===== src/rtl/vram_arbiter.sv =====
// VRAM bank arbiter: the VDP owns slot cycles, an auxiliary requester is served on free cycles.
// Optional starvation flag compiled in with `define VRAM_ARB_STARVE_EN.
module vram_arbiter #(
  parameter int STARVE_MAX = 255
) (
  input  logic        clk,
  input  logic        reset,
  input  logic        single_bank,
  input  logic        vdp_slot,
  input  logic [16:0] vdp_addr,
  input  logic        vdp_we,
  input  logic [7:0]  vdp_wdata,
  output logic [15:0] vdp_rdata,
  input  logic        aux_req,
  input  logic        aux_we,
  input  logic [16:0] aux_addr,
  input  logic [7:0]  aux_wdata,
  output logic        aux_ack,
  output logic        aux_done,
  output logic [7:0]  aux_rdata,
  output logic        aux_busy,
  output logic        aux_starved,
  output logic [15:0] ram_addr,
  output logic        ram_we_lo,
  output logic        ram_we_hi,
  output logic [7:0]  ram_d,
  input  logic [7:0]  ram_q_lo,
  input  logic [7:0]  ram_q_hi
);

  typedef enum logic [1:0] {IDLE, PEND, ISSUE, DATA} state_t;

  state_t      state;
  logic        aux_we_q;
  logic [16:0] aux_addr_q;
  logic [7:0]  aux_wdata_q;
  logic        vdp_vld_p1;
  logic [15:0] addr_hold;
  logic        vdp_bank;
  logic        aux_bank;

  assign vdp_bank = vdp_addr[16] & ~single_bank;
  assign aux_bank = aux_addr_q[16] & ~single_bank;
  assign aux_busy = (state != IDLE);

  // RAM port mux: a VDP slot always wins, even over an aux access already in ISSUE
  always_comb begin
    ram_addr  = addr_hold;
    ram_d     = aux_wdata_q;
    ram_we_lo = 1'b0;
    ram_we_hi = 1'b0;
    if (vdp_slot) begin
      ram_addr  = vdp_addr[15:0];
      ram_d     = vdp_wdata;
      ram_we_lo = vdp_we & ~vdp_bank;
      ram_we_hi = vdp_we & vdp_bank;
    end else if (state == ISSUE) begin
      ram_addr  = aux_addr_q[15:0];
      ram_d     = aux_wdata_q;
      ram_we_lo = aux_we_q & ~aux_bank;
      ram_we_hi = aux_we_q & aux_bank;
    end
  end

  always_ff @(posedge clk) begin
    addr_hold <= ram_addr;
  end

  // p1: RAM q is valid the cycle after a VDP slot
  always_ff @(posedge clk) begin
    if (reset) begin
      vdp_vld_p1 <= 1'b0;
      vdp_rdata  <= 16'h0000;
    end else begin
      vdp_vld_p1 <= vdp_slot;
      if (vdp_vld_p1) begin
        vdp_rdata <= {(single_bank ? 8'h00 : ram_q_hi), ram_q_lo};
      end
    end
  end

  always_ff @(posedge clk) begin
    if (reset) begin
      state       <= IDLE;
      aux_ack     <= 1'b0;
      aux_done    <= 1'b0;
      aux_rdata   <= 8'h00;
      aux_we_q    <= 1'b0;
      aux_addr_q  <= 17'h00000;
      aux_wdata_q <= 8'h00;
    end else begin
      aux_ack  <= 1'b0;
      aux_done <= 1'b0;
      case (state)
        IDLE: begin
          if (aux_req) begin
            aux_we_q    <= aux_we;
            aux_addr_q  <= aux_addr;
            aux_wdata_q <= aux_wdata;
            aux_ack     <= 1'b1;
            state       <= PEND;
          end
        end
        PEND: begin
          if (!vdp_slot) state <= ISSUE;
        end
        ISSUE: begin
          if (vdp_slot) begin
            state <= PEND;
          end else if (aux_we_q) begin
            aux_done <= 1'b1;
            state    <= IDLE;
          end else begin
            state <= DATA;
          end
        end
        DATA: begin
          aux_rdata <= aux_bank ? ram_q_hi : ram_q_lo;
          aux_done  <= 1'b1;
          state     <= IDLE;
        end
        default: state <= IDLE;
      endcase
    end
  end

`ifdef VRAM_ARB_STARVE_EN
  localparam logic [8:0] STARVE_LIM = 9'(STARVE_MAX);

  function automatic logic [7:0] sat_inc(input logic [7:0] c);
    return (c == 8'hFF) ? c : c + 8'd1;
  endfunction

  logic [7:0] starve_cnt;
  logic [7:0] starve_nxt;
  logic       starved_q;

  assign starve_nxt  = sat_inc(starve_cnt);
  assign aux_starved = starved_q;

  // Counts only cycles the VDP actually took from a waiting aux request
  always_ff @(posedge clk) begin
    if (reset || state == IDLE) begin
      starve_cnt <= 8'h00;
      starved_q  <= 1'b0;
    end else if (vdp_slot && (state == PEND || state == ISSUE)) begin
      starve_cnt <= starve_nxt;
      if ({1'b0, starve_nxt} >= STARVE_LIM) starved_q <= 1'b1;
    end
  end
`else
  assign aux_starved = 1'b0;
`endif

endmodule


===== config.mk =====
export PLATFORM = sky130hd
export DESIGN_NAME = vram_arbiter
export DESIGN_NICKNAME = d
export VERILOG_FILES = /design/src/rtl/vram_arbiter.sv
export SDC_FILE = /design/constraint.sdc
export NUM_CORES = 1
export LEC_CHECK = 0
export BUFFER_PORTS_ARGS = -buffer_cell sky130_fd_sc_hd__buf_2
export CAP_MARGIN = 20
export CELL_PAD_IN_SITES_DETAIL_PLACEMENT = 2
export CELL_PAD_IN_SITES_GLOBAL_PLACEMENT = 2
export CORE_MARGIN = 8
export CORE_UTILIZATION = 27
export CTS_CLUSTER_DIAMETER = 40
export DETAILED_ROUTE_END_ITERATION = 8
export GPL_TIMING_DRIVEN = 1
export PLACE_DENSITY = 0.75
export SETUP_SLACK_MARGIN = 0.05
export SLEW_MARGIN = 20
export SYNTH_ARGS = -nofsm -noshare
export SYNTH_HDL_FRONTEND = slang
export SYNTH_SLANG_ARGS = --single-unit
export TNS_END_PERCENT = 20

===== constraint.sdc =====
create_clock -name clk -period 1.6 [get_ports clk]
set_input_delay 0.32 -clock clk [delete_from_list [all_inputs] [get_ports clk]]
set_output_delay 0.32 -clock clk [all_outputs]
set_load 0.005 [all_outputs]

# --- Word-level counts from Yosys, hierarchy flattened ---
# Index checks and enable logic that the tools add are counted.
totals:
  register_bits: 71
  latchBits: 0
  ramBits: 0
  mem_bits_ro: 0
  output_inout_bits: 54
  n_memories: 0
classes:
  n_addsub: 0
  multipliers: 0
  div: 0
  n_lt_le_gt_ge: 0
  eq_ne: 5
  shifts: 0
  n_mux: 18
  bitwise_logic: 10
  reduce_logical: 5
op_table:
  columns: ["operator", "n"]
  rows:
  - ["two-way mux 16 bit", 2]
  - ["two-way mux 8 bit", 3]
  - ["two-way mux 2 bit", 4]
  - ["one-hot mux 2 bit (4 select lines)", 1]
  - ["two-way mux 1 bit", 7]
  - ["bitwise AND 1 bit", 6]
  - ["== test 2 bit (second input constant)", 2]
  - ["!= test 2 bit (second input constant)", 2]
  - ["NOT 1 bit", 4]
  - ["AND reduction 2 bit", 2]
  - ["== test 2 x 1 -> 1 bit (second input constant)", 1]
  - ["logical NOT 2 bit", 1]
  - ["one-hot mux 1 bit (2 select lines)", 1]
  - ["nonzero test 2 bit", 1]
  - ["OR reduction 2 bit", 1]

# --- Depth between registers and ports, before layout ---
logic_depth:
  depth_word: 6
  ltp_mapped: 5
  depth_no_buf: 3

# --- Least setup slack after synthesis ---
# No wires, ideal clock.
synth_timing:
  kind: "flip-flop to output port"
  startpoint: "register state[0]"
  endpoint: "output port ram_addr[10]"
  arrival_time_ns: 1.080
  required_time_ns: 1.280
  path_slack_ns: 0.200
  stages_incl_launch_ff: 6
  path_buffers: 2
  cell_sequence: "dfxtp_1 > nand2b_1 > buf_6 > buf_12 > mux2i_1 > o21ai_1"
synth_via:
  elab_chain_cells: 3
synth_lines:
  columns: ["item", "line", "text"]
  rows:
  - ["start, declared", "33", "state_t state;"]
  - ["start signal, assigned", "84", "state <= IDLE;"]
  - ["start signal, assigned", "101", "state <= PEND;"]
  - ["start signal, assigned", "105", "if (!vdp_slot) state <= ISSUE;"]
  - ["== test 2 bit", "57", "end else if (state == ISSUE) begin"]
  - ["two-way mux 16 bit", "57", null]
  - ["two-way mux 16 bit", "52", "if (vdp_slot) begin"]
  - ["end, declared", "23", "output logic [15:0] ram_addr,"]
# Every way passes these cells.

# --- Worst setup path after layout ---
layout_timing:
  startpoint: "register state[0]"
  endpoint: "output port ram_addr[14]"
# The elaborated chain is that of the path after synthesis.

==> reports/metrics.yaml <==
die_height_um: 120
synth_cell_types: 29
initial_core_util_pct: 27.3
fin_ws_ns: -0.244
fmaxAchievable_ghz: 0.542
drtIter0Drc: 51
grt_start_max_net_pins: 33
rsz0062_at_grt: "yes"
syn_nets: 366
vias: 2576
ir_drop_mv: 0.394
status: "finished, violations left"
ys_seq_area_share_pct: 48.8
clk_path_buf_depth: 2
drtPass1Iterations: 4
htree_levels: 3
die-area_mm2: 0.0144
synth_cells: 293
synth-seq-cells: 71
grt_first_pass_wirelength_um: 15500
path_class: "flop to primary output"
cts_tree: "done"
skew_ns: 0.00886
cts.sinks: 71
via_per_inst: 4.51
n_antenna_cell: 0
arrival_ns: 1.52
io_buffers: 125
die_width_um: 120
routabilityCongestion: 0.710
p_per_area_mw_per_mm2: 964
synth_edf_count: 0
hpwl_um: 7270
finalCoreUtilization_pct: 37.1
critPathLaunchType: "flop"
tns_ns: -2.80
drc_errors: 0
yosys.area.top_type_share_pct: 48.8
met3_length_um: 781
grt_pass1_vias: 2998
area_growth_pct: 36.3
nets: 499
synthTopCellsByArea: "dfxtp_1 (49%), mux2i_1 (20%), nor2_1 (6.7%)"
root_buffer: "clkbuf_8"
place_area_mm2: 0.00370
hold_class: "primary input to flop"
clk_pin_slew_ns: 0.08
avgSynthCellArea_um2: 9.95
async_flop_share_pct: 0
core_area_mm2: 0.0107
setup_violations: 18
met1_length_um: 3860
syn-cell-area_mm2: 0.00292
final.period_utilization_pct: 115
drive_gt1_share_pct: 41.5
hold_viol: 0
period_needed_ns: 1.84
rows: 38
grt_usage_pct: 13.8
violations: "setup timing"
ios: 127
fillers: 1223
routed_wl_um: 9810
yosys_warnings: 0
crit_path_max_fanout: 8
wl_per_cell_um: 17.2
power.leakage_nw: 1.97
clk_latency_ns: 0.36
cp-end-kind: "primary output"
wl_met2_um: 5010
synth.largest_area_cell: "dfxtp_1"
crit_required_ns: 1.28
final_max_slew_viol_count: 0
synth.most_common_cell: "dfxtp_1"
fin_area_mm2: 0.00397
drv_cap: 0
routed.top_layer: "met4"
synthTopCellsByCount: "dfxtp_1 (71), mux2i_1 (58), nor2_1 (52), nand2_1 (17), nor2b_1 (12)"
overflow: 0
numCtsBuffers: 9
ant_nets: 0
antenna_found_initial: 0
ys.flop_type: "dfxtp_1"
cells by family (layout without fill, tap and decap cells):
kind of cell    count (synthesis)  count (layout)  share of synthesized area (%)
compound gates                 36              36                           7.12
buf+inv                        24             162                           6.44
flops                          71              71                           48.8
mux                            66              66                           23.0
other cells                     1               1                          0.129
simple gates                   95              95                           14.5
worst max-delay path, cell delays in order, from the launching register on:
cell and delay (ns):
dfxtp_2 0.32, nand2b_4 0.17, buf_12 0.16, mux2i_4 0.19, o21ai_2 0.17, buf_2 0.15
what timing repair did:
action / in CTS / in global routing
endpoints found under the setup margin: 19 / 19
buffers inserted: 2 / 2
hold buffers: 0 / 0
gates resized for setup: 11 / 10
pin swaps: 2 / 1
gates cloned: 1 / 0
final timing paths:
kind | start | to | cells past startpoint | slack [ns]
worst max-delay path | state[0] | ram_addr[14] | 5 | -0.24
worst min register to register | aux_wdata_q[4] | aux_wdata_q[4] | 2 | 0.49
worst max register to register | state[0] | addr_hold[14] | 6 | 0.25
worst min-delay path | aux_wdata[4] | aux_wdata_q[4] | 3 | 0.19
layout make-up:
| type | count | area, µm² | share of cell area (%) |
|---|---|---|---|
| flip-flops and latches | 71 | 1420 | 35.8 |
| inverters | 1 | 3.75 | 0.0945 |
| clock inverters | 4 | 22.5 | 0.567 |
| well taps | 140 | 175 | 4.41 |
| clock buffers | 12 | 135 | 3.40 |
| repair buffers | 145 | 846 | 21.3 |
| multi-input cells | 198 | 1370 | 34.4 |
stage by stage:
step / power (mW) / instances / hold slack (ns) / setup slack (ns)
after floorplan: 2.31 / 293 / 0.456 / 0.200
after CTS: 3.88 / 569 / 0.172 / -0.225
final: 3.83 / 571 / 0.193 / -0.244
after global routing: 4.05 / 571 / 0.176 / -0.314
after detailed placement: 2.59 / 550 / 0.484 / 0.0996
after global placement: 2.56 / 550 / 0.472 / 0.138
sequential cells by signal (all words and copies together), names as in the netlist:
register / cells
addr_hold: 16
vdp_rdata: 16
aux_we_q: 1
vdp_vld_p1: 1
aux_rdata: 8
aux_ack: 1
aux_addr_q: 17
state: 2
aux_wdata_q: 8
aux_done: 1
layout by cell type, fill, tap and decap left out, types with 9 or more instances in the layout:
cell type / count
buf_2: 125
o21ai_1: 12
dfxtp_1: 69
a21oi_1: 9
nor2_1: 52
buf_4: 15
nand2_1: 17
nor2b_1: 12
mux2i_1: 55
clkbuf_8: 9
routing by layer:
metal  vias up  GRT usage [%]
li1       1248              -
met5         -              0
met3        10           6.76
met1      1235           14.0
met4         0           5.39
met2        83           23.8
power breakdown:
group	internal, mW	switching, mW	total [mW]	leakage, nW
clock network	0.556	0.684	1.24	0.0801
logic	0.339	0.315	0.654	1.31
registers	1.88	0.0537	1.94	0.585
Note: power is estimated with default switching activity, not from simulation.
